===== src/rtl/muldiv_pkg.sv =====
// Shared opcodes and state encoding for the multi-cycle MUL/DIV/REMU sequencer.
package muldiv_pkg;

  localparam logic [2:0] ALU_MUL  = 3'b010;
  localparam logic [2:0] ALU_DIV  = 3'b011;
  localparam logic [2:0] ALU_REMU = 3'b100;

  typedef enum logic [1:0] {
    IDLE     = 2'd0,
    MUL_ITER = 2'd1,
    DIV_ITER = 2'd2,
    DONE     = 2'd3
  } state_e;

  function automatic logic is_muldiv_op(input logic [2:0] op);
    return (op == ALU_MUL) || (op == ALU_DIV) || (op == ALU_REMU);
  endfunction

endpackage


===== src/rtl/muldiv_sequencer_div_step.sv =====
// One restoring-division step: shift in the next dividend bit, subtract the divisor if it fits.
module div_step #(
  parameter int WIDTH = 32
) (
  input  logic [WIDTH-1:0] rem_in,
  input  logic             dividend_bit,
  input  logic [WIDTH-1:0] divisor,
  output logic [WIDTH-1:0] rem_out,
  output logic             q_bit
);

  logic [WIDTH:0] shifted;
  logic [WIDTH:0] diff;

  // rem_in < divisor (or divisor == 0 with rem_in < 2^(WIDTH-1)) always holds in use,
  // so the top bit of the (WIDTH+1)-bit difference is an exact borrow.
  assign shifted = {rem_in, dividend_bit};
  assign diff    = shifted - {1'b0, divisor};

  always_comb begin
    q_bit   = ~diff[WIDTH];
    rem_out = q_bit ? diff[WIDTH-1:0] : shifted[WIDTH-1:0];
  end

endmodule


===== src/rtl/muldiv_sequencer.sv =====
// Multi-cycle MUL / DIV / REMU unit: one bit per cycle, stalls the pipe until done.
// Optional MULDIV_EARLY_OUT_EN: zero operands finish in one cycle with the same result.
module muldiv_sequencer
  import muldiv_pkg::*;
#(
  parameter int WIDTH = 32,
  parameter int CNT_W = $clog2(WIDTH) + 1
) (
  input  logic             clk,
  input  logic             rst,
  input  logic             start,
  input  logic [2:0]       alu_control,
  input  logic [WIDTH-1:0] operand_a,
  input  logic [WIDTH-1:0] operand_b,
  input  logic             kill,
  output logic             stall,
  output logic             busy,
  output logic             done,
  output logic [WIDTH-1:0] result
);

  state_e           state_q, state_d;
  logic [CNT_W-1:0] cnt_q, cnt_d;
  logic [WIDTH-1:0] acc_q, acc_d;      // MUL partial product / DIV partial remainder
  logic [WIDTH-1:0] opa_q, opa_d;      // multiplicand / dividend, becomes quotient
  logic [WIDTH-1:0] opb_q, opb_d;      // multiplier / divisor
  logic [2:0]       op_q, op_d;
  logic [WIDTH-1:0] result_q, result_d;

  logic             accept;
  logic [WIDTH-1:0] step_rem;
  logic             step_q;

  div_step #(.WIDTH(WIDTH)) u_div_step (
    .rem_in       (acc_q),
    .dividend_bit (opa_q[WIDTH-1]),
    .divisor      (opb_q),
    .rem_out      (step_rem),
    .q_bit        (step_q)
  );

  assign accept = (state_q == IDLE) && start && is_muldiv_op(alu_control) && !kill;

  always_comb begin
    state_d  = state_q;
    cnt_d    = cnt_q;
    acc_d    = acc_q;
    opa_d    = opa_q;
    opb_d    = opb_q;
    op_d     = op_q;
    result_d = result_q;
    stall    = 1'b0;

    case (state_q)
      IDLE: begin
        if (accept) begin
          stall   = 1'b1;
          op_d    = alu_control;
          opa_d   = operand_a;
          opb_d   = operand_b;
          acc_d   = '0;
          cnt_d   = CNT_W'(WIDTH);
          state_d = (alu_control == ALU_MUL) ? MUL_ITER : DIV_ITER;
`ifdef MULDIV_EARLY_OUT_EN
          if ((operand_a == '0) || (operand_b == '0)) begin
            state_d = DONE;
            cnt_d   = '0;
            if (alu_control == ALU_MUL)
              result_d = '0;
            else if (operand_b == '0)
              result_d = (alu_control == ALU_DIV) ? '1 : operand_a;
            else
              result_d = '0;
          end
`endif
        end
      end

      MUL_ITER: begin
        stall = 1'b1;
        if (kill) begin
          state_d = IDLE;
          cnt_d   = '0;
        end else begin
          acc_d = acc_q + (opb_q[0] ? opa_q : '0);
          opa_d = opa_q << 1;
          opb_d = opb_q >> 1;
          cnt_d = cnt_q - CNT_W'(1);
          if (cnt_q == CNT_W'(1)) begin
            state_d  = DONE;
            result_d = acc_d;
          end
        end
      end

      DIV_ITER: begin
        stall = 1'b1;
        if (kill) begin
          state_d = IDLE;
          cnt_d   = '0;
        end else begin
          acc_d = step_rem;
          opa_d = {opa_q[WIDTH-2:0], step_q};
          cnt_d = cnt_q - CNT_W'(1);
          if (cnt_q == CNT_W'(1)) begin
            state_d  = DONE;
            result_d = (op_q == ALU_REMU) ? step_rem : opa_d;
          end
        end
      end

      // kill and start are both ignored here; the op completes this cycle
      DONE: state_d = IDLE;

      default: state_d = IDLE;
    endcase
  end

  always_ff @(posedge clk) begin
    if (rst) begin
      state_q  <= IDLE;
      cnt_q    <= '0;
      acc_q    <= '0;
      opa_q    <= '0;
      opb_q    <= '0;
      op_q     <= '0;
      result_q <= '0;
    end else begin
      state_q  <= state_d;
      cnt_q    <= cnt_d;
      acc_q    <= acc_d;
      opa_q    <= opa_d;
      opb_q    <= opb_d;
      op_q     <= op_d;
      result_q <= result_d;
    end
  end

  assign busy   = (state_q != IDLE);
  assign done   = (state_q == DONE);
  assign result = result_q;

endmodule


===== config.mk =====
export PLATFORM = sky130hd
export DESIGN_NAME = muldiv_sequencer
export DESIGN_NICKNAME = d
export VERILOG_FILES = /design/src/rtl/muldiv_pkg.sv /design/src/rtl/muldiv_sequencer_div_step.sv /design/src/rtl/muldiv_sequencer.sv
export SDC_FILE = /design/constraint.sdc
export NUM_CORES = 1
export LEC_CHECK = 0
export CAP_MARGIN = 20
export CORE_MARGIN = 3
export CORE_UTILIZATION = 51
export CTS_BUF_LIST = sky130_fd_sc_hd__clkbuf_8 sky130_fd_sc_hd__clkbuf_16
export DETAILED_ROUTE_END_ITERATION = 16
export PLACE_DENSITY_LB_ADDON = 0.1
export SYNTH_ARGS = -nofsm -noshare
export SYNTH_HDL_FRONTEND = slang
export SYNTH_HIERARCHICAL = 1
export SYNTH_SLANG_ARGS = --single-unit

===== constraint.sdc =====
create_clock -name clk -period 10.9 [get_ports clk]
set_clock_uncertainty 0.15 [all_clocks]
set_input_delay 1.635 -clock clk [delete_from_list [all_inputs] [get_ports clk]]
set_output_delay 1.635 -clock clk [all_outputs]
set_load 0.05 [all_outputs]

# Word-level counts from Yosys, hierarchy flattened
# Index checks and enable logic that the tools add are counted.
[word_totals] register_bits=139 inputBits=71 out_inout_bits=35 wordCells=73
[classes] add_sub_neg=3 eq_ne=14 n_mux=29 bitwise_logic=1 n_reduce_logical=19
[ops] cell="$mux 32" count=15
[ops] cell="$pmux 32 s3" count=2
[ops] cell="$pmux 32 s2" count=2
[ops] cell="$sub 33x32->33" count=1
[ops] cell="$add 32x32->32" count=1
[ops] cell="$mux 6" count=2
[ops] cell="$pmux 6 s2" count=1
[ops] cell="$ne 2x2->1 const B" count=5
[ops] cell="$mux 2" count=4
[ops] cell="$reduce_bool 2->1" count=4
[ops] cell="$eq 3x2->1 const B" count=2
[ops] cell="$eq 3x3->1 const B" count=2
[ops] cell="$eq 6x1->1 const B" count=1
[ops] cell="$pmux 2 s3" count=1
[ops] cell="$reduce_and 2->1" count=3
[ops] cell="$sub 6x1->6 const B" count=1
[ops] cell="$reduce_and 5->1" count=1
[ops] cell="$eq 2x2->1 const B" count=2
[ops] cell="$reduce_and 4->1" count=1
[ops] cell="$logic_and 1x1->1" count=3
[ops] cell="$ne 3x1->1 const B" count=1
[ops] cell="$reduce_and 3->1" count=1
[ops] cell="$reduce_bool 3->1" count=1
[ops] cell="$eq 2x1->1 const B" count=1
[ops] cell="7 further kinds" count=8

# Logic depth before layout (Yosys ltp)
# Gate-level depths: netlist of the first run.
[logic_depth] ltp_word=7 depth_mapped=19 ltp_nobuf=17

# By module
# The synthesis of the first run kept the hierarchy.
[by_module_without_submodules] mod="muldiv_sequencer" instances=1 cells_per_inst=1021 area_each_um2=8320.5 seq_area_each_um2=2782.7
[by_module_without_submodules] mod="div_step" instances=1 cells_per_inst=305 area_each_um2=2358.5 seq_area_each_um2=0.0

# Worst setup path before layout of the first run
# OpenSTA, ideal clock, no wires.
[synth_path] path_kind="input to output" start="in kill" end="out stall" arrival_ns=2.920 required_time_ns=9.115 path_slack_ns=6.195 cell_stages=4 path_buffers=1 path_cell_list="clkbuf_1 -> nor3_2 -> nor2_1 -> nor2_1"
[synth_via] elab_chain_cells=4
[synth_rtl] element="from (decl)" line="muldiv_sequencer.sv:15" source="input logic kill,"
[synth_rtl] element="$logic_not 1->1" line="muldiv_sequencer.sv:42" source="assign accept = (state_q == IDLE) && start && is_muldiv_op(alu_control) && !kill;"
[synth_rtl] element="$logic_and 1x1->1" line="muldiv_sequencer.sv:42"
[synth_rtl] element="$mux 1" line="muldiv_sequencer.sv:56" source="if (accept) begin"
[synth_rtl] element="$pmux 1 s2" line="muldiv_sequencer.sv:54" source="case (state_q)"
[synth_rtl] element="to (decl)" line="muldiv_sequencer.sv:16" source="output logic stall,"
# Every way passes these cells.

# Worst setup path in the final report of the first run
[layout_path] start="in alu_control[1]" end="out stall"
[layout_via] elab_chain_cells=7 elab_cells_between_ends=9 classes_between="eq/ne: 3; mux: 2; reduce/logical: 4"
[layout_rtl] element="from (decl)" line="muldiv_sequencer.sv:12" source="input logic [2:0] alu_control,"
[layout_rtl] element="$eq 3x2->1" line="muldiv_pkg.sv:16" source="return (op == ALU_MUL) || (op == ALU_DIV) || (op == ALU_REMU);"
[layout_rtl] element="$logic_or 1x1->1" line="muldiv_pkg.sv:16"
[layout_rtl] element="$logic_or 1x1->1 (*)" line="muldiv_pkg.sv:16"
[layout_rtl] element="$logic_and 1x1->1 (*) (2 in a row)" line="muldiv_sequencer.sv:42"
[layout_rtl] element="$mux 1 (*)" line="muldiv_sequencer.sv:56"
[layout_rtl] element="$pmux 1 s2 (*)" line="muldiv_sequencer.sv:54"
# Mark *: on every way between the ends. The rest lies on a longest branch, timed or not.

==> results of run 1 <==
-- kinds of logic after synthesis --
kind of cell,after synthesis,share of synthesized area
fa+ha+maj,72,0.0858
simple gates,438,0.195
buf+inv,142,0.0592
mux,104,0.109
compound gates,378,0.247
xor+xnor,53,0.0435
flops,139,0.261
-- stage by stage --
step | hold WS [ns] | instance area [sq um] | std cells | power [W] | setup WS [ns]
floorplan | 0.311 | 10700 | 1326 | 0.00120 | 6.20
CTS | 0.292 | 12300 | 1654 | 0.00197 | 5.32
finish | 0.287 | 12300 | 1654 | 0.00198 | 5.31
global placement | 0.278 | 11700 | 1623 | 0.00138 | 5.38
global route | 0.326 | 12300 | 1654 | 0.00209 | 5.11
detailed placement | 0.283 | 11700 | 1623 | 0.00139 | 5.32
-- per-layer routing --
metal / track usage / share of wire
met1: 0.408 / 0.46
met5: 0 / 0
met2: 0.430 / 0.44
met4: 0.0825 / 0.019
met3: 0.0467 / 0.084
-- worst max-delay path, stage by stage --
cell             delay, ns
clkdlybuf4s50_1       0.48
nor2_1                0.13
mux2i_1               0.10
nor3_2                0.46
nor2_1                0.09
nor2_1                0.10
clkdlybuf4s50_1       0.80
-- where the power goes --
group | total (W) | switching [W] | leakage, nW | internal, W
logic | 0.000750 | 0.000458 | 3.32 | 0.000292
registers | 0.000651 | 0.0000764 | 1.13 | 0.000574
clock network | 0.000581 | 0.000236 | 0.282 | 0.000346
-- area by class of cell --
type,count,share of cell area
clock buffer,19,0.0368
clock inverter,12,0.0101
inverter,53,0.0168
multi-input combinational,1045,0.591
sequential,139,0.226
tap,270,0.0274
timing repair buffer,116,0.0918
-- synth_stat cells (11+ instances only) --
library cell,n,share of area
a22oi_1,26,0.018
nand2_1,101,0.036
a31oi_1,20,0.012
nand4_1,14,0.0082
and3_1,15,0.0088
xnor2_1,25,0.021
mux2i_1,75,0.070
a222oi_1,11,0.010
a221oi_1,32,0.026
nor3_1,48,0.022
clkbuf_1,75,0.026
a21o_1,29,0.020
inv_1,50,0.018
a21oi_1,93,0.044
and2_1,35,0.021
ha_1,70,0.082
xor2_1,28,0.023
mux2_4,19,0.027
o21ai_0,40,0.019
nor2b_1,11,0.0064
o211ai_1,11,0.0077
nor2_1,141,0.050
a211oi_1,42,0.030
nand3_1,33,0.015
dfxtp_1,139,0.26
-- registers in the layout, indices dropped and copies added (netlist names) --
name / cells
acc_q: 32
result: 32
state_q: 2
opb_q: 32
cnt_q: 6
op_q: 3
opa_q: 32
-- worst min-delay path by stage --
stage / slack (ns) / start / cells past startpoint / end
after global routing: 0.33 / result[8]$_SDFFE_PP0P_ / 2 / result[8]$_SDFFE_PP0P_
after CTS: 0.29 / result[22]$_SDFFE_PP0P_ / 2 / result[22]$_SDFFE_PP0P_
after floorplan: 0.31 / op_q[0]$_SDFFE_PP0P_ / 2 / op_q[0]$_SDFFE_PP0P_
final: 0.29 / result[22]$_SDFFE_PP0P_ / 2 / result[22]$_SDFFE_PP0P_
after global placement: 0.28 / result[22]$_SDFFE_PP0P_ / 2 / result[22]$_SDFFE_PP0P_
after detailed placement: 0.28 / result[22]$_SDFFE_PP0P_ / 2 / result[22]$_SDFFE_PP0P_
==> impl_metrics.env, run 1 <==
export IMPL_reg2reg_slack_ns=6.42
export IMPL_boundaryPins=106
export IMPL_netlist_area_sq_um=10700
export IMPL_fp_dieW_um=151
export IMPL_fin_crit_ns=5.59
export IMPL_maxCapViolations=0
export IMPL_cp_endpoint="stall"
export IMPL_timing_critical_path_from="alu_control[1]"
export IMPL_numPortBuffers=105
export IMPL_cts_root_buf="clkbuf_16"
export IMPL_dp_hpwl_um=23000
export IMPL_cp_max_fo=8
export IMPL_cts_sinks=139
export IMPL_start_util=0.523
export IMPL_vias=10191
export IMPL_power_per_cell_area_nw_per_um2=161
export IMPL_layout_common_cells="140 x nor2_1, 139 x dfxtp_1, 104 x clkdlybuf4s50_1, 100 x nand2_1, 93 x a21oi_1"
export IMPL_arrival_ns=3.80
export IMPL_die_h_um=151
export IMPL_crit_type="input pin to primary output"
export IMPL_post_cts_buffers=0
export IMPL_grt_start_max_net_pins=77
export IMPL_endpoint_kind="primary output"
export IMPL_n_fill_cell=1909
export IMPL_synth_cell_types=85
export IMPL_synth_flop_cell="dfxtp_1"
export IMPL_rows=52
export IMPL_hp_class="register to register"
export IMPL_setup_tns_ns=0
export IMPL_yosysWarningCount=6
export IMPL_start_kind="input pin"
export IMPL_routed_wirelength_um=32100
export IMPL_synth_cells=1326
export IMPL_cts_tree="done"
export IMPL_postCtsResizedCells=0
export IMPL_rsz0062_at_grt="no"
export IMPL_fin_nets=1515
export IMPL_grt_pass1_vias=9501
export IMPL_antennaDiodeCount=0
export IMPL_clk_pin_slew_ns=0.06
export IMPL_p_leak_nw=4.73
export IMPL_finish_utilization=0.603
export IMPL_timing_rr_end="result[7]$_SDFFE_PP0P_"
export IMPL_final_common_cell="nor2_1"
export IMPL_syn_area_per_cell_sq_um=8.05
export IMPL_cts_made_buffers=17
export IMPL_overflow=0
export IMPL_synth_edf_count=0
export IMPL_critPathRequiredTime_ns=9.12
export IMPL_slew_headroom=0.293
export IMPL_grt_first_pass_wirelength_um=50500
export IMPL_yosysSeqAreaShare=0.261
export IMPL_drive_above_1_share=0.0744
export IMPL_outcome="finished, final reports clean"
export IMPL_finalSetupViolCount=0
export IMPL_syn_nets=1469
export IMPL_viasPerCell=6.16
export IMPL_gp_congestion=0.950
export IMPL_multi_input_area_sq_um=7290
export IMPL_r2r_start="opb_q[0]$_SDFFE_PP0P_"
export IMPL_period_share=0.513
export IMPL_synth_seq_cells=139
export IMPL_tightest_slew_ns=1.06
export IMPL_postRouteAntennaNets=0
export IMPL_h_tree_depth=4
export IMPL_die_area_sq_um=22700
export IMPL_finalMaxSlewViolations=0
export IMPL_area_growth_pct=15.4
export IMPL_clockBufferDepth=2
export IMPL_hold_viol=0
export IMPL_drtPass1Iterations=6
export IMPL_hold_buffers=0
export IMPL_fmax_ghz=0.179
export IMPL_drcViolationCount=0
export IMPL_core_area_sq_um=20400
export IMPL_reg2reg_depth=17
export IMPL_routedWlPerCell_um=19.4
export IMPL_async_flop_share=0
export IMPL_vdd_drop_max_mv=0.0983
export IMPL_seqCellArea_sq_um=2780
export IMPL_antenna_found_initial=0
export IMPL_insertion_delay_ns=0.43
export IMPL_drtIter0Drc=904
export IMPL_grt_usage=0.281
No activity file was read; power rests on OpenSTA's default activity.
==> run 2, diff against run 1 <==
==> constraint.sdc (replaced) <==
create_clock -name clk -period 5.5 [get_ports clk]
set_clock_uncertainty 0.15 [all_clocks]
set_input_delay 0.825 -clock clk [delete_from_list [all_inputs] [get_ports clk]]
set_output_delay 0.825 -clock clk [all_outputs]
set_load 0.05 [all_outputs]
==> impl_metrics.env, run 2 (synthesis results as in run 1) <==
export IMPL_outcome="finished, final reports clean"
export IMPL_core_area_sq_um=20400
export IMPL_cts_sinks=139
export IMPL_die_h_um=151
export IMPL_start_kind="register"
export IMPL_critPathTopFamily="compound AO/OA/AOI/OAI gates"
export IMPL_vias=10220
export IMPL_numPortBuffers=105
export IMPL_cts_root_buf="clkbuf_16"
export IMPL_cts_tree="done"
export IMPL_arrival_ns=4.41
export IMPL_cp_max_fo=34
export IMPL_hp_class="register to register"
export IMPL_boundaryPins=106
export IMPL_crit_top_cell="a21oi_1"
export IMPL_antenna_found_initial=0
export IMPL_post_cts_buffers=0
export IMPL_area_growth_pct=15.5
export IMPL_p_total_w=0.00398
export IMPL_critPathRequiredTime_ns=5.63
export IMPL_period_share=0.778
export IMPL_postCtsResizedCells=0
export IMPL_drtIter0Drc=698
export IMPL_slowest_delay_ns=0.40
export IMPL_maxCapViolations=0
export IMPL_hold_buffers=0
export IMPL_clk_pin_slew_ns=0.06
export IMPL_drtPass1Iterations=5
export IMPL_clockBufferDepth=2
export IMPL_postPlaceCellArea_sq_um=11800
export IMPL_cts_made_buffers=17
export IMPL_grt_first_pass_wirelength_um=51300
export IMPL_postRouteAntennaNets=0
export IMPL_drive_above_1_share=0.0750
export IMPL_grt_start_max_net_pins=83
export IMPL_dp_cells=1624
export IMPL_gp_congestion=0.922
export IMPL_power_per_cell_area_nw_per_um2=322
export IMPL_stdcell_area_sq_um=12300
export IMPL_routedWlPerCell_um=19.8
export IMPL_fp_dieW_um=151
export IMPL_grt_usage=0.287
export IMPL_p_leak_nw=4.73
export IMPL_crit_type="register to register"
export IMPL_layout_common_cells="140 x nor2_1, 139 x dfxtp_1, 104 x clkdlybuf4s50_1, 100 x nand2_1, 93 x a21oi_1"
export IMPL_setup_tns_ns=0
export IMPL_rsz0062_at_grt="no"
export IMPL_finalSetupViolCount=0
export IMPL_fin_nets=1516
export IMPL_grt_pass1_vias=9379
export IMPL_routed_wirelength_um=32800
export IMPL_path_cells="buf_4 > ha_1 > fa_1 > and2b_1 > o2111ai_2 > a21oi_2 > o2111ai_1 > a211oi_2 > nor2_4 > mux2i_4 > and2_4 > inv_8 > mux2_2 > mux2i_1 > a21oi_1 > o21ai_0 > a21oi_1"
export IMPL_insertion_delay_ns=0.44
export IMPL_slew_headroom=0.256
export IMPL_die_area_sq_um=22700
export IMPL_slowest_stage="fa_1"
export IMPL_finalMaxSlewViolations=0
export IMPL_endpoint_kind="register"
export IMPL_overflow=0
export IMPL_viasPerCell=6.17
export IMPL_start_util=0.523
export IMPL_stdcell_count=1656
export IMPL_rows=52
export IMPL_final_common_cell="nor2_1"
export IMPL_timing_critical_path_buf_inv=2
export IMPL_finish_utilization=0.604
export IMPL_h_tree_depth=4
export IMPL_hold_viol=0
export IMPL_dp_hpwl_um=23500
export IMPL_tightest_slew_ns=1.11
export IMPL_fmax_ghz=0.234
export IMPL_fin_crit_ns=4.28
export IMPL_vdd_drop_max_mv=0.194
export IMPL_antennaDiodeCount=0
export IMPL_drcViolationCount=0
## run 2: report_power, final
group	internal (W)	switching (W)	total [W]	leakage (nW)
combinational	0.000577	0.000944	0.00152	3.32
clock	0.000667	0.000492	0.00116	0.278
sequential	0.00114	0.000159	0.00130	1.13
total	0.00238	0.00159	0.00398	4.73
## run 2: per-layer routing
layer,global-route usage,vias up,wire length [um]
met3,0.0421,36,2560
met4,0.0762,0,567
met1,0.427,4846,15400
met5,0,-,0
li1,-,4983,-
met2,0.434,355,14200
## run 2: through the flow
stage                     hold slack, ns  worst slack [ns]
after detailed placement           0.301              1.28
after CTS                          0.308              1.25
after global routing               0.322             0.987
after global placement             0.292              1.39
final                              0.308              1.22
after floorplan                    0.311              1.66
## run 2: final timing paths
kind	startpoint	endpoint	slack [ns]	depth (start not counted)
min reg2reg	result[24]$_SDFFE_PP0P_	result[24]$_SDFFE_PP0P_	0.31	2
max reg2reg	opb_q[0]$_SDFFE_PP0P_	result[7]$_SDFFE_PP0P_	1.22	17
max	opb_q[0]$_SDFFE_PP0P_	result[7]$_SDFFE_PP0P_	1.22	17
min	result[24]$_SDFFE_PP0P_	result[24]$_SDFFE_PP0P_	0.31	2
## run 2: tightest hold or removal path: stages (launching register included)
cell and delay (ns):
dfxtp_1 0.31, nand2_1 0.05, a21oi_1 0.05
## run 2: area by class of cell
class                   count  area (sq um)
clock buffers              17           425
clock inverters            15           151
fillers                  1911          8100
inverters                  53           206
multi-input cells        1045          7290
flip-flops and latches    139          2780
well taps                 270           338
repair buffers            117          1140
==> run 3, diff against run 2 <==
==> constraint.sdc (replaced) <==
create_clock -name clk -period 4.32 [get_ports clk]
set_clock_uncertainty 0.15 [all_clocks]
set_input_delay 0.648 -clock clk [delete_from_list [all_inputs] [get_ports clk]]
set_output_delay 0.648 -clock clk [all_outputs]
set_load 0.05 [all_outputs]
==> impl_metrics.env, run 3 (synthesis results as in run 1) <==
export IMPL_slew_headroom=0.291
export IMPL_finalSetupViolCount=0
export IMPL_grt_first_pass_wirelength_um=52800
export IMPL_tightest_slew_ns=1.06
export IMPL_maxCapViolations=0
export IMPL_p_switching_w=0.00202
export IMPL_rows=52
export IMPL_grt_pass1_vias=9728
export IMPL_numPortBuffers=105
export IMPL_min_from="result[24]$_SDFFE_PP0P_"
export IMPL_routedWlPerCell_um=20.1
export IMPL_hold_buffers=0
export IMPL_power_per_cell_area_nw_per_um2=410
export IMPL_clockPowerShare=0.289
export IMPL_layout_common_cells="140 x nor2_1, 139 x dfxtp_1, 104 x clkdlybuf4s50_1, 100 x nand2_1, 93 x a21oi_1"
export IMPL_drcViolationCount=0
export IMPL_multi_input_area_sq_um=7290
export IMPL_grt_start_max_net_pins=74
export IMPL_gp_congestion=0.941
export IMPL_fin_crit_ns=4.07
export IMPL_insertion_delay_ns=0.43
export IMPL_slowest_delay_ns=0.42
export IMPL_dp_hpwl_um=24300
export IMPL_critPathTopFamily="compound AO/OA/AOI/OAI gates"
export IMPL_h_tree_depth=4
export IMPL_overflow=0
export IMPL_clockBufferDepth=2
export IMPL_hold_end="result[24]$_SDFFE_PP0P_"
export IMPL_post_cts_buffers=0
export IMPL_antenna_found_initial=2
export IMPL_cts_sinks=139
export IMPL_min_path_cells=2
export IMPL_cts_tree="done"
export IMPL_antennaDiodeCount=0
export IMPL_seqCellArea_sq_um=2780
export IMPL_reg2reg_slack_ns=0.25
export IMPL_pwr_share_seq=0.322
export IMPL_setup_tns_ns=0
export IMPL_final_common_cell="nor2_1"
export IMPL_grt_usage=0.294
export IMPL_swShare=0.395
export IMPL_postCtsResizedCells=0
export IMPL_outcome="finished, final reports clean"
export IMPL_crit_type="register to register"
export IMPL_combinationalPowerShare=0.389
export IMPL_vdd_drop_max_mv=0.272
export IMPL_drtIter0Drc=868
export IMPL_die_h_um=151
export IMPL_rsz0062_at_grt="no"
export IMPL_p_leak_nw=4.82
export IMPL_cp_max_fo=25
export IMPL_fmax_ghz=0.245
export IMPL_intPower_w=0.00309
export IMPL_finalMaxSlewViolations=0
export IMPL_n_fill_cell=1874
export IMPL_viasPerCell=6.26
export IMPL_fp_dieW_um=151
export IMPL_start_kind="register"
export IMPL_vias=10467
export IMPL_hold_viol=0
export IMPL_routed_wirelength_um=33600
export IMPL_critPathRequiredTime_ns=4.45
export IMPL_die_area_sq_um=22700
export IMPL_fin_nets=1533
export IMPL_drive_above_1_share=0.0863
export IMPL_boundaryPins=106
export IMPL_cts_made_buffers=17
export IMPL_endpoint_kind="register"
export IMPL_hp_class="register to register"
export IMPL_path_cells="inv_1 > ha_1 > fa_1 > and2b_1 > o2111ai_2 > a21oi_2 > o2111ai_1 > a211oi_2 > nor2_4 > mux2i_4 > and2_4 > inv_8 > mux2_2 > mux2i_1 > nand2_1 > o211ai_1 > a21oi_1"
export IMPL_timing_critical_path_buf_inv=2
export IMPL_slowest_stage="fa_1"
export IMPL_timing_rr_end="result[3]$_SDFFE_PP0P_"
export IMPL_arrival_ns=4.20
export IMPL_start_util=0.523
export IMPL_area_growth_pct=16.7
export IMPL_r2r_start="opa_q[31]$_SDFFE_PP0P_"
export IMPL_clk_pin_slew_ns=0.06
export IMPL_reg2reg_depth=17
export IMPL_cts_root_buf="clkbuf_16"
export IMPL_p_total_w=0.00511
export IMPL_postRouteAntennaNets=0
export IMPL_period_share=0.943
export IMPL_core_area_sq_um=20400
export IMPL_drtPass1Iterations=5
## run 3: cell types whose count changed in the layout (fill, tap and decap cells not counted), sizes merged
cell / before / now
clkinv: 7 / 9
inv: 55 / 52
clkbuf: 17 / 19
buf: 13 / 30
clkinvlp: 4 / 2
## run 3: final cells by class
cell class / count / share of cell area
sequential: 139 / 0.223
clock inverter: 12 / 0.0100
tap: 270 / 0.0271
multi-input combinational: 1045 / 0.585
timing repair buffer: 134 / 0.102
clock buffer: 19 / 0.0364
inverter: 53 / 0.0166
## run 3: stage by stage
step           area (sq um)  std cells  hold slack [ns]  setup WS (ns)  utilization
3_5_place_dp          11900       1641            0.299          0.300        0.582
3_3_place_gp          11900       1641            0.293          0.388        0.582
4_1_cts               12500       1672            0.308          0.279        0.610
2_1_floorplan         10700       1326            0.311          0.481            -
6_report              12500       1672            0.306          0.245        0.610
5_1_grt               12500       1672            0.327         0.0190        0.610
## run 3: routing by layer
| metal | part of all wire | global-route usage | vias to the layer above |
|---|---|---|---|
| met3 | 0.092 | 0.0617 | 84 |
| met4 | 0.031 | 0.104 | 4 |
| met2 | 0.42 | 0.436 | 456 |
| met1 | 0.45 | 0.423 | 4895 |
| li1 | - | - | 5028 |
| met5 | 0.00072 | 0 | - |
## run 3: worst max-delay path by stage
| stage | startpoint | to | slack, ns | cells after the start |
|---|---|---|---|---|
| floorplan | opa_q[31]$_SDFFE_PP0P_ | result[26]$_SDFFE_PP0P_ | 0.48 | 18 |
| global placement | opa_q[31]$_SDFFE_PP0P_ | result[3]$_SDFFE_PP0P_ | 0.39 | 17 |
| detailed placement | opa_q[31]$_SDFFE_PP0P_ | result[3]$_SDFFE_PP0P_ | 0.30 | 17 |
| CTS | opa_q[31]$_SDFFE_PP0P_ | result[3]$_SDFFE_PP0P_ | 0.28 | 17 |
| global route | opa_q[31]$_SDFFE_PP0P_ | result[7]$_SDFFE_PP0P_ | 0.02 | 17 |
| finish | opa_q[31]$_SDFFE_PP0P_ | result[3]$_SDFFE_PP0P_ | 0.25 | 17 |
## run 3: tightest hold or removal path, stage by stage, from the launching register on
cell and delay, ns:
dfxtp_1 0.31, nand2_1 0.05, a21oi_1 0.05
## run 3: power by group through the flow
| stage | Clock [W] | Combinational [W] | Sequential [W] |
|---|---|---|---|
| 3_5_place_dp | 0 | 0.00193 | 0.00167 |
| 6_report | 0.00148 | 0.00199 | 0.00165 |
| 4_1_cts | 0.00149 | 0.00194 | 0.00164 |
| 3_3_place_gp | 0 | 0.00191 | 0.00167 |
| 2_1_floorplan | 0 | 0.00143 | 0.00159 |
| 5_1_grt | 0.00154 | 0.00215 | 0.00167 |
==> RTL edit 1: new RTL, settings of run 2 <==
Re-encode `state_e` (4 states) as Gray code, 2 bits wide.
--- a/src/rtl/muldiv_pkg.sv
+++ b/src/rtl/muldiv_pkg.sv
@@ -8,6 +8,6 @@
   typedef enum logic [1:0] {
-    IDLE     = 2'd0,
-    MUL_ITER = 2'd1,
-    DIV_ITER = 2'd2,
-    DONE     = 2'd3
+    IDLE     = 2'b00,
+    MUL_ITER = 2'b01,
+    DIV_ITER = 2'b11,
+    DONE     = 2'b10
   } state_e;
Behaviour: same outputs for any inputs over 4 cycles, from zero or initial values and one cycle with rst high; so few cycles prove little.
==> RTL edit 1 against run 2 <==
  * Final area grew 0.47%
  * Routed wire length grew 3.3%
  * Setup slack gained 71 ps
  * Sequential cell count is the same
  * Non-clock buffer count grew 9
  * Core utilization grew 0.48 points
  * Synthesized area shrank 0.18%
  * Critical endpoint is now result[9]
  * Highest routed layer unchanged
Power is not compared: it rests on default switching activity, and its combinational part moved more than twofold at a synthesized area within 25%.
==> RTL edit 1: results <==
INSERT INTO impl_metrics (metric_group, metric, value, unit) VALUES
('run_status', 'outcome', 'finished clean', ''),
('route', 'wl_per_cell', '20.0', 'um'),
('synthesis', 'synthDistinctLibCells', '87', ''),
('grt', 'wire_length_of_the_first_global_routing_pass', '53.2', 'mm'),
('grt', 'grt_usage', '29.8', '%'),
('setup_path', 'crit_path_max_fanout', '25', ''),
('synthesis', 'seq_area_frac_synth', '26.1', '%'),
('power', 'vdd.ir_drop.worst', '0.188', 'mV'),
('place', 'placed_area', '11800', 'um^2'),
('setup_path', 'rr_startpoint', 'opa_q[31]', ''),
('route', 'routed_via_count', '10331', ''),
('place', 'final_hpwl_from_detailed_placement', '24.6', 'mm'),
('layout', 'post_route_cells_drive_above_1_share', '7.64', '%'),
('layout', 'final_nets', '1552', ''),
('place', 'routabilityCongestion', '0.985', ''),
('setup_path', 'timing.rr.end', 'result[9]', ''),
('route', 'drt_iter0_drc', '769', ''),
('timing', 'worst_hold_margin', '305', 'ps'),
('synthesis', 'synth_top_cell_area_share', '26.1', '%'),
('min_path', 'hp-start', 'result[23]', ''),
('synthesis', 'synth.area.top_cells', 'dfxtp_1 26%, ha_1 7.6%, mux2i_1 5.9%', ''),
('setup_path', 'worstPathArrival', '4360', 'ps'),
('grt', 'largest_net_degree_at_the_start_of_global_routing', '73', ''),
('synthesis', 'ys_top_cells_by_count', '152 x nand2_1, 146 x nor2_1, 139 x dfxtp_1', ''),
('grt', 'number_of_global_route_vias_before_repair', '9694', '');
==> RTL edit 1: how the worst max path moves through the flow <==
stage / startpoint / endpoint / slack (ps) / depth (start not counted)
floorplan: opa_q[31] / result[30] / 1660 / 20
global placement: kill / stall / 1360 / 6
detailed placement: opa_q[31] / result[9] / 1340 / 17
CTS: opa_q[31] / result[9] / 1300 / 17
global route: opa_q[31] / result[21] / 1000 / 17
finish: opa_q[31] / result[9] / 1290 / 17
==> RTL edit 1: final cells by class <==
type | instances | area share (%)
clock inverters | 15 | 1.39
multi-input cells | 1084 | 58.8
clock buffers | 17 | 3.43
inverters | 46 | 1.45
flip-flops and latches | 139 | 22.5
well taps | 270 | 2.73
repair buffers | 126 | 9.74
==> RTL edit 1: power by group <==
group / internal (uW) / switching, uW / total, uW
Combinational: 320 / 396 / 715
Sequential: 1040 / 38.0 / 1080
Clock: 713 / 491 / 1200
==> RTL edit 1: routing by layer <==
metal	up-vias	GRT usage, %	part of all wire, %
li1	5032	-	-
met1	4884	40.8	45
met2	354	48.4	46
met3	61	4.30	6.2
met4	0	9.61	2.5
met5	-	0	0
==> RTL edit 1: tightest hold or removal path, cell delays in order (launching register included) <==
cell	delay, ps
dfxtp_1	310
nand2_1	50
a21oi_1	50
==> RTL edit 1: cell families (layout without fill, tap and decap cells) <==
kind of cell / after synthesis / after routing / share of synthesized area, %
buffers and inverters: 135 / 204 / 5.79
AOI/OAI and AO/OA: 392 / 392 / 25.1
adders and majority gates: 67 / 67 / 8.00
xor gates and xnor gates: 55 / 55 / 4.52
DFF: 139 / 139 / 26.1
muxes: 92 / 92 / 9.75
and+or+nand+nor: 478 / 478 / 20.8
==> RTL edit 1: through the flow <==
step	util (%)	worst slack (ps)	total power, uW	cells
2_1_floorplan	-	1660	1630	1358
3_3_place_gp	57.9	1360	1800	1665
4_1_cts	60.8	1300	3000	1697
6_report	60.8	1290	3000	1697
5_1_grt	60.8	995	3110	1697
3_5_place_dp	57.9	1340	1810	1665
==> RTL edit 2: new RTL, config.mk and constraints of run 2 <==
Made on the original files. The option `MULDIV_EARLY_OUT_EN` is turned on by a define.
--- a/src/rtl/muldiv_sequencer.sv
+++ b/src/rtl/muldiv_sequencer.sv
@@ -2,2 +2,4 @@
 // Optional MULDIV_EARLY_OUT_EN: zero operands finish in one cycle with the same result.
+`define MULDIV_EARLY_OUT_EN
+
 module muldiv_sequencer
Function: changed (a bounded check fails within 4 cycles, from zero or initial values and one cycle with rst high).
==> RTL edit 2 against run 2 <==
  * Routed wire length increased by 15%
  * Synthesized area up 5.4%
  * Critical endpoint is now result[24]
  * Sequential cell count unchanged
  * First-iteration DRC count rose by 75%
  * Highest routed layer unchanged
  * Final area grew 5.3%
  * Setup slack got worse by 130 ps
  * Count of clock-buffer cells in the layout up 5
Power is not compared: it rests on default switching activity, and its combinational part moved more than twofold at a synthesized area within 25%.
==> RTL edit 2: results <==
INSERT INTO impl_metrics (metric_group, metric, value, unit) VALUES
('run_status', 'outcome', 'finished clean', ''),
('place', 'routabilityCongestion', '0.985', ''),
('synthesis', 'synthAdderAreaFrac', '8.13', '%'),
('grt', 'number_of_global_route_vias_before_repair', '10663', ''),
('grt', 'gr-usage-met1', '42.8', '%'),
('layout', 'utilization', '60.8', '%'),
('synthesis', 'synth_mux_area_share', '9.10', '%'),
('route', 'detailroute.wirelength.met3', '4.06', 'mm'),
('grt', 'global_route.usage.met2', '46.2', '%'),
('layout', 'fillers', '1994', ''),
('synthesis', 'synth_compound_area_share', '26.8', '%'),
('route', 'dr.pass1.iters', '6', ''),
('layout', 'finish.cell_count_without_fillers', '1773', ''),
('route', 'drt_iter0_drc', '1219', ''),
('place', 'post-place-ws', '1170', 'ps'),
('synthesis', 'synthesis.nets', '1581', ''),
('synthesis', 'syn_inst', '1438', ''),
('grt', 'wire_length_of_the_first_global_routing_pass', '58.7', 'mm'),
('synthesis', 'ys_top_cells_by_count', '200 x nor2_1, 139 x dfxtp_1, 92 x a21oi_1', ''),
('route', 'wl_met1', '16.6', 'mm'),
('place', 'placed_area', '12400', 'um^2'),
('synthesis', 'synthDistinctLibCells', '91', ''),
('synthesis', 'synth.area.top_cells', 'dfxtp_1 25%, ha_1 7.8%, nor2_1 6.7%', ''),
('place', 'final_hpwl_from_detailed_placement', '27.4', 'mm'),
('grt', 'largest_net_degree_at_the_start_of_global_routing', '67', '');
RTL edit 2: changes by cell type after synthesis, moves of 11 or more:
cell      before  now
nor2_1       141  200
nand2_1      101   73
o21ai_0       40   65
nor3_1        48   64
nor4_1         3   19
o221ai_1       1   17
a211oi_1      42   56
a222oi_1      11    0
RTL edit 2: worst paths after layout:
| check | endpoint | slack (ps) | startpoint | cells after the start |
|---|---|---|---|---|
| setup / recovery | result[24] | 1100 | opa_q[31] | 17 |
| hold reg to reg | op_q[2] | 340 | op_q[2] | 2 |
| setup reg to reg | result[24] | 1100 | opa_q[31] | 17 |
| hold / removal | op_q[2] | 340 | op_q[2] | 2 |
RTL edit 2: cell type report:
class | count | area share (%)
clock buffers | 22 | 3.81
clock inverters | 10 | 0.886
inverters | 54 | 1.62
multi-input cells | 1150 | 60.4
flip-flops and latches | 139 | 21.4
well taps | 275 | 2.65
repair buffers | 123 | 9.21
RTL edit 2: worst min-delay path, cell delays in order (launching register included):
cell and delay, ps:
dfxtp_1 320, nand2b_1 70, a21oi_1 60
